## src/rtl/core_pkg.sv

```systemverilog
// core_pkg: state, opcode and ALU-operation encodings for multicycle_core.
package core_pkg;

    // FSM states; the encoding is visible on dbg_state.
    typedef enum logic [2:0] {
        IDLE   = 3'd0,
        FETCH  = 3'd1,
        DECODE = 3'd2,
        EXEC   = 3'd3,
        WB     = 3'd4,
        HALT   = 3'd5
    } t_state;

    // Instruction opcodes; 4'hB..4'hE are unassigned and execute as NOP.
    typedef enum logic [3:0] {
        OP_NOP  = 4'h0,
        OP_ADD  = 4'h1,
        OP_SUB  = 4'h2,
        OP_AND  = 4'h3,
        OP_OR   = 4'h4,
        OP_XOR  = 4'h5,
        OP_ADDI = 4'h6,
        OP_LI   = 4'h7,
        OP_BEQ  = 4'h8,
        OP_BLT  = 4'h9,
        OP_JMP  = 4'hA,
        OP_HALT = 4'hF
    } t_opcode;

    // ALU operations; ALU_PASSY forwards the second operand (used by LI).
    typedef enum logic [2:0] {
        ALU_ADD   = 3'd0,
        ALU_SUB   = 3'd1,
        ALU_AND   = 3'd2,
        ALU_OR    = 3'd3,
        ALU_XOR   = 3'd4,
        ALU_PASSY = 3'd5
    } t_alu_op;

    localparam int OPW = 4;

    // Opcodes ADD..LI are exactly the ones that write the register file.
    function automatic logic writes_reg(input logic [OPW-1:0] op);
        return (op >= OP_ADD) && (op <= OP_LI);
    endfunction

endpackage

```

## src/rtl/defs_pkg.sv

```systemverilog
// defs: shared definitions reused across the lab cores.
package defs;

    // Compare flags produced by the ALU.
    typedef struct packed {
        logic eq;   // x == y
        logic lt;   // x <  y, two's complement
        logic ltu;  // x <  y, unsigned
    } t_cmp;

endpackage

```

## src/rtl/core_alu.sv

```systemverilog
// core_alu: combinational ALU plus compare flags, arithmetic modulo 2**DW.
module core_alu
    import core_pkg::*;
#(
    parameter int DW = 8
) (
    input  logic [DW-1:0] x,
    input  logic [DW-1:0] y,
    input  t_alu_op       op,
    output logic [DW-1:0] f,
    output defs::t_cmp    cmp
);

    // Result selection by operation.
    always_comb begin
        // NOTE: default assignment first, so no path through the case leaves f unassigned (no latch).
        f = '0;
        case (op)
            ALU_ADD:   f = x + y;
            ALU_SUB:   f = x - y;
            ALU_AND:   f = x & y;
            ALU_OR:    f = x | y;
            ALU_XOR:   f = x ^ y;
            ALU_PASSY: f = y;
            default:   f = '0;
        endcase
    end

    assign cmp.eq  = (x == y);
    assign cmp.lt  = ($signed(x) < $signed(y));
    assign cmp.ltu = (x < y);

endmodule

```

## src/rtl/multicycle_core.sv

```systemverilog
// multicycle_core: FETCH/DECODE/EXEC/WB core with a req/ready instruction
// port, run / single-step / halt control and debug taps.
module multicycle_core
    import core_pkg::*;
#(
    parameter  int DW   = 8,
    parameter  int NREG = 4,
    parameter  int PCW  = 6,
    parameter  int IMMW = 8,
    localparam int RAW  = $clog2(NREG),
    localparam int IW   = OPW + 3 * RAW + IMMW
) (
    input  logic            clk,
    input  logic            reset,
    input  logic            run,
    input  logic            step,
    output logic            imem_req,
    output logic [PCW-1:0]  imem_addr,
    input  logic [IW-1:0]   imem_rdata,
    input  logic            imem_ready,
    output logic            halted,
    output logic            retire,
    output logic            wb_en,
    output logic [RAW-1:0]  wb_addr,
    output logic [DW-1:0]   wb_data,
    output logic [PCW-1:0]  dbg_pc,
    output logic [2:0]      dbg_state,
    input  logic [RAW-1:0]  dbg_raddr,
    output logic [DW-1:0]   dbg_rdata
);

    if (IMMW < PCW) begin : g_bad_immw
        $error("multicycle_core: IMMW (%0d) must be >= PCW (%0d)", IMMW, PCW);
    end
    if ((NREG < 2) || ((NREG & (NREG - 1)) != 0)) begin : g_bad_nreg
        $error("multicycle_core: NREG (%0d) must be a power of two >= 2", NREG);
    end

    t_state          state_q;
    logic [PCW-1:0]  pc_q;
    logic [IW-1:0]   ir_q;
    logic [DW-1:0]   a_q;
    logic [DW-1:0]   b_q;
    logic [DW-1:0]   y_q;
    defs::t_cmp      cmp_q;
    logic            step_q;
    logic            imem_req_q;
    logic            retire_q;
    logic            wb_en_q;
    logic            halted_q;
    logic [DW-1:0]   regs_q [NREG];

    // Instruction fields, MSB first: opcode | ra1 | ra2 | wa | imm.
    logic [OPW-1:0]  opcode;
    logic [RAW-1:0]  ra1;
    logic [RAW-1:0]  ra2;
    logic [RAW-1:0]  wa;
    logic [IMMW-1:0] imm;
    logic [DW-1:0]   imm_dw;
    logic [PCW-1:0]  br_target;

    assign opcode    = ir_q[IW-1 -: OPW];
    assign ra1       = ir_q[IMMW + 3*RAW - 1 -: RAW];
    assign ra2       = ir_q[IMMW + 2*RAW - 1 -: RAW];
    assign wa        = ir_q[IMMW + RAW - 1 -: RAW];
    assign imm       = ir_q[IMMW-1:0];
    assign imm_dw    = DW'(imm);
    assign br_target = imm[PCW-1:0];

    // ALU operation and second-operand select from the opcode.
    t_alu_op         alu_op;
    logic            use_imm;
    always_comb begin
        alu_op  = ALU_ADD;
        use_imm = 1'b0;
        case (opcode)
            OP_SUB:  alu_op = ALU_SUB;
            OP_AND:  alu_op = ALU_AND;
            OP_OR:   alu_op = ALU_OR;
            OP_XOR:  alu_op = ALU_XOR;
            OP_ADDI: use_imm = 1'b1;
            OP_LI: begin
                alu_op  = ALU_PASSY;
                use_imm = 1'b1;
            end
            default: ;
        endcase
    end

    logic [DW-1:0]   alu_y;
    logic [DW-1:0]   alu_f;
    defs::t_cmp      alu_cmp;

    assign alu_y = use_imm ? imm_dw : b_q;

    core_alu #(.DW(DW)) u_alu (
        .x   (a_q),
        .y   (alu_y),
        .op  (alu_op),
        .f   (alu_f),
        .cmp (alu_cmp)
    );

    logic take_branch;
    logic step_rise;
    logic cmp_unused;

    assign take_branch = (opcode == OP_JMP)
                      || ((opcode == OP_BEQ) && cmp_q.eq)
                      || ((opcode == OP_BLT) && cmp_q.lt);
    assign step_rise   = step && !step_q;
    // The unsigned flag is captured but no current opcode branches on it.
    assign cmp_unused  = cmp_q.ltu;

    // Instruction sequencer: state, pc, pipeline registers and registered outputs.
    always_ff @(posedge clk or posedge reset) begin
        if (reset) begin
            state_q    <= IDLE;
            pc_q       <= '0;
            ir_q       <= '0;
            a_q        <= '0;
            b_q        <= '0;
            y_q        <= '0;
            cmp_q      <= '0;
            step_q     <= 1'b0;
            imem_req_q <= 1'b0;
            retire_q   <= 1'b0;
            wb_en_q    <= 1'b0;
            halted_q   <= 1'b0;
        end else begin
            // NOTE: non-blocking assignments, so every register here samples pre-edge values.
            step_q   <= step;
            retire_q <= 1'b0;
            wb_en_q  <= 1'b0;
            case (state_q)
                IDLE: begin
                    if (run || step_rise) begin
                        state_q    <= FETCH;
                        imem_req_q <= 1'b1;
                    end
                end
                FETCH: begin
                    if (imem_ready) begin
                        ir_q       <= imem_rdata;
                        imem_req_q <= 1'b0;
                        state_q    <= DECODE;
                    end
                end
                DECODE: begin
                    if (opcode == OP_HALT) begin
                        halted_q <= 1'b1;
                        state_q  <= HALT;
                    end else begin
                        a_q     <= regs_q[ra1];
                        b_q     <= regs_q[ra2];
                        state_q <= EXEC;
                    end
                end
                EXEC: begin
                    y_q      <= alu_f;
                    cmp_q    <= alu_cmp;
                    retire_q <= 1'b1;
                    wb_en_q  <= writes_reg(opcode);
                    state_q  <= WB;
                end
                WB: begin
                    pc_q       <= take_branch ? br_target : pc_q + PCW'(1);
                    imem_req_q <= run;
                    state_q    <= run ? FETCH : IDLE;
                end
                HALT: state_q <= HALT;
                default: state_q <= IDLE;
            endcase
        end
    end

    // Register file write port, active during WB.
    always_ff @(posedge clk or posedge reset) begin
        if (reset) begin
            // NOTE: the register file is reset because its contents are visible on dbg_rdata.
            for (int i = 0; i < NREG; i++) begin
                regs_q[i] <= '0;
            end
        end else if (wb_en_q) begin
            regs_q[wa] <= y_q;
        end
    end

    assign imem_req  = imem_req_q;
    assign imem_addr = pc_q;
    assign halted    = halted_q;
    assign retire    = retire_q;
    assign wb_en     = wb_en_q;
    assign wb_addr   = wa;
    assign wb_data   = y_q;
    assign dbg_pc    = pc_q;
    assign dbg_state = state_q;
    assign dbg_rdata = regs_q[dbg_raddr];

endmodule

```

## config.mk

```make
export PLATFORM = sky130hd
export DESIGN_NAME = multicycle_core
export DESIGN_NICKNAME = d
export VERILOG_FILES = /design/src/rtl/core_pkg.sv /design/src/rtl/defs_pkg.sv /design/src/rtl/core_alu.sv /design/src/rtl/multicycle_core.sv
export SDC_FILE = /design/constraint.sdc
export NUM_CORES = 1
export LEC_CHECK = 0
export CAP_MARGIN = 20
export CORE_AREA = 2 2 116 118
export DETAILED_ROUTE_END_ITERATION = 8
export DIE_AREA = 0 0 118 120
export GPL_TIMING_DRIVEN = 0
export HOLD_SLACK_MARGIN = 0.03
export PLACE_DENSITY = 0.68
export RECOVER_POWER = 100
export SETUP_SLACK_MARGIN = 0.3
export SLEW_MARGIN = 30
export SYNTH_ARGS = -nofsm -noshare
export SYNTH_HDL_FRONTEND = slang
export SYNTH_HIERARCHICAL = 1
export SYNTH_SLANG_ARGS = --single-unit
```

## constraint.sdc

```tcl
create_clock -name clk -period 2.7 [get_ports clk]
set_input_delay 0.405 -clock clk [delete_from_list [all_inputs] [get_ports clk]]
set_output_delay 0.405 -clock clk [all_outputs]
set_load 0.02 [all_outputs]
```

==> results_dict.tcl <==
set metrics [dict create \
    die_h_um 120 \
    slew_worst_pin_ns 1.51 \
    globalRouteTotalUtil_pct 20.9 \
    outcome "finished, violations left" \
    insertedDiodeCount 0 \
    cts_h_tree_depth 3 \
    grt_pass1_wl_mm 23.3 \
    first_iter_violations 227 \
    critical_path.endpoint "wb_data[7]$_DFFE_PP0P_" \
    holdCritPathClass "register to register" \
    grt.overflow.total 0 \
    final_antenna_net_count 0 \
    detailroute.via_count 4341 \
    leading_cell_types_in_the_layout_fill_and_taps_excluded "sky130_fd_sc_hd__dfrtp_1 (89), sky130_fd_sc_hd__clkdlybuf4s50_1 (53), sky130_fd_sc_hd__mux2_2 (37)" \
    port-buffer-count 59 \
    synth_area_um2 5670 \
    regToRegStartpoint "ir_q[17]$_DFFE_PP0P_" \
    initial_utilization_pct 43.7 \
    critical_path.max_fanout 8 \
    ios 62 \
    drt_pass1_iterations 4 \
    worstPathRequired_ns 2.92 \
    timing.rr.end "wb_data[7]$_DFFE_PP0P_" \
    timing.setup.critical_path_class "register to register" \
    syn_inst 480 \
    power.density_cell_area_nw_per_um2 1350 \
    drc 0 \
    finish.net_count 641 \
    place.detailed.hpwl_mm 10.1 \
    wl_mm 14.4 \
    synth.avg_cell_area_um2 11.8 \
    clkLatencyLatePin_ns 0.34 \
    die_x_um 118 \
    detail_route.wirelength.met1_mm 6.12 \
    clock_skew_ns 0.00761 \
    grt_pass1_vias 4355 \
    grt_setup_unrepaired "yes" \
    drt-wirelength-per-cell_um 18.7 \
    power.static_leakage_uw 0.00326 \
    antenna_found_initial 0 \
    gpl.final_weighted_congestion 0.932 \
    fillers 1063 \
    finalHoldViolations 0 \
    core_area_um2 13000 \
    final.period_utilization_pct 108 \
    synth_warnings 6 \
    pre_cts_slack_ns -0.355 \
    met2_wirelength_mm 7.14 \
    post_route_cells_drive_above_1_share_pct 37.4 \
    tritoncts "done" \
    timing.critical_path.from "ir_q[17]$_DFFE_PP0P_" \
    root_buffer "sky130_fd_sc_hd__clkbuf_16" \
    worstSetupEndpointType "register" \
    hold-worst-slack_ns 0.493 \
    finalCriticalPeriod_ns 2.92 \
    crit_arrival_ns 3.14 \
    highest_layer "met4" \
    synthesis.nets 532 \
    vdd_ir_drop_max_mv 0.566 \
    achievable-frequency_ghz 0.342 \
    max_cap_violations 1 \
    slew-limit-headroom_pct -0.943 \
    drt-vias-per-instance 5.64 \
    grt_max_degree 31 \
    area.growth.synth_to_final_pct 33.2 \
    core.rowCount 42 \
    buffers_from_clock_root_to_sink_at_most 2 \
    worst-r2r-cell-count 12 \
    finalWorstSetupSlack_ns -0.221 \
    reg2reg_setup_slack_ns -0.22 \
    setup-violations-final 4 \
    cts_made_buffers 9 \
    post_cts_hold_buffer_count 0 \
    cts.sink_count 90 \
    mostFrequentLayoutCell "sky130_fd_sc_hd__dfrtp_1" \
    slew_violations 9 \
    fp.dieArea_um2 14200 \
    wl_met3_um 667 \
    failed_checks "capacitance limit, slew limit, setup timing" \
    clk_transition_reported_paths_ns 0.07 \
    startpoint_type "register" \
]
==> report_power, final <==
part	internal, µW	leakage, µW	switching (µW)	total [µW]
Sequential	1850	0.00117	530	2380
Clock	862	0.000163	509	1370
Combinational	3300	0.00193	3180	6480
==> flip-flops by register name, summed over array words and instances (netlist names), 2 cells and up <==
signal     flops
regs_q        32
wb_data        8
cmp_q          2
dbg_state      3
a_q            8
ir_q          18
b_q            8
dbg_pc         6
==> final cells by class <==
type | instances | area [µm²] | share of cell area, %
plain buffers | 33 | 240 | 3.18
clock buffers | 12 | 256 | 3.40
clock inverters | 4 | 73.8 | 0.977
inverters | 36 | 153 | 2.02
multi-input cells | 321 | 3440 | 45.5
flip-flops and latches | 90 | 2250 | 29.8
well taps | 176 | 220 | 2.92
repair buffers | 98 | 918 | 12.2
==> critical path: stages, from the launching register on <==
cell	delay, ns
sky130_fd_sc_hd__dfrtp_2	0.43
sky130_fd_sc_hd__inv_4	0.07
sky130_fd_sc_hd__nand3_4	0.15
sky130_fd_sc_hd__buf_6	0.17
sky130_fd_sc_hd__mux2_4	0.30
sky130_fd_sc_hd__inv_2	0.06
sky130_fd_sc_hd__ha_1	0.23
sky130_fd_sc_hd__clkbuf_8	0.17
sky130_fd_sc_hd__or4_4	0.46
sky130_fd_sc_hd__o211ai_4	0.22
sky130_fd_sc_hd__or2_4	0.17
sky130_fd_sc_hd__a31oi_4	0.09
sky130_fd_sc_hd__mux2_4	0.29
==> per-layer routing <==
| metal | up-vias | track usage [%] |
|---|---|---|
| met3 | 28 | 3.75 |
| met2 | 130 | 34.5 |
| met1 | 2195 | 28.0 |
| met4 | 0 | 7.15 |
| li1 | 1988 | - |
| met5 | - | 0 |
==> through the flow <==
step	power [µW]	instances	TNS [ns]	util, %	area (µm²)
floorplan	5780	480	-0.0343	-	5700
global placement	7150	715	-1.72	50.1	6510
detailed placement	7280	718	-2.26	50.7	6580
CTS	9640	759	-0.203	57.0	7390
global route	10800	770	-4.96	58.2	7550
finish	10200	770	-0.611	58.2	7550
==> what timing repair did <==
action,CTS,global route
resized for setup,67,38
cloned,0,0
endpoints found under the setup margin,12,10
pin swaps,29,25
endpoints found under the hold margin,0,0
buffers inserted,25,11
==> worst min-delay path by stage <==
stage                                   start              endpoint  slack, ns  cells past startpoint
after floorplan                          step      step_q$_DFF_PP0_       0.44                      0
after global placement    ir_q[7]$_DFFE_PP0P_   ir_q[7]$_DFFE_PP0P_       0.47                      1
after detailed placement  ir_q[7]$_DFFE_PP0P_   ir_q[7]$_DFFE_PP0P_       0.48                      1
after CTS                               reset  ir_q[14]$_DFFE_PP0P_       0.49                      2
after global routing       b_q[0]$_DFFE_PP0P_    b_q[0]$_DFFE_PP0P_       0.51                      1
final                      halted$_DFFE_PP0P_    halted$_DFFE_PP0P_       0.49                      2
No activity file was read; power rests on OpenSTA's default activity.
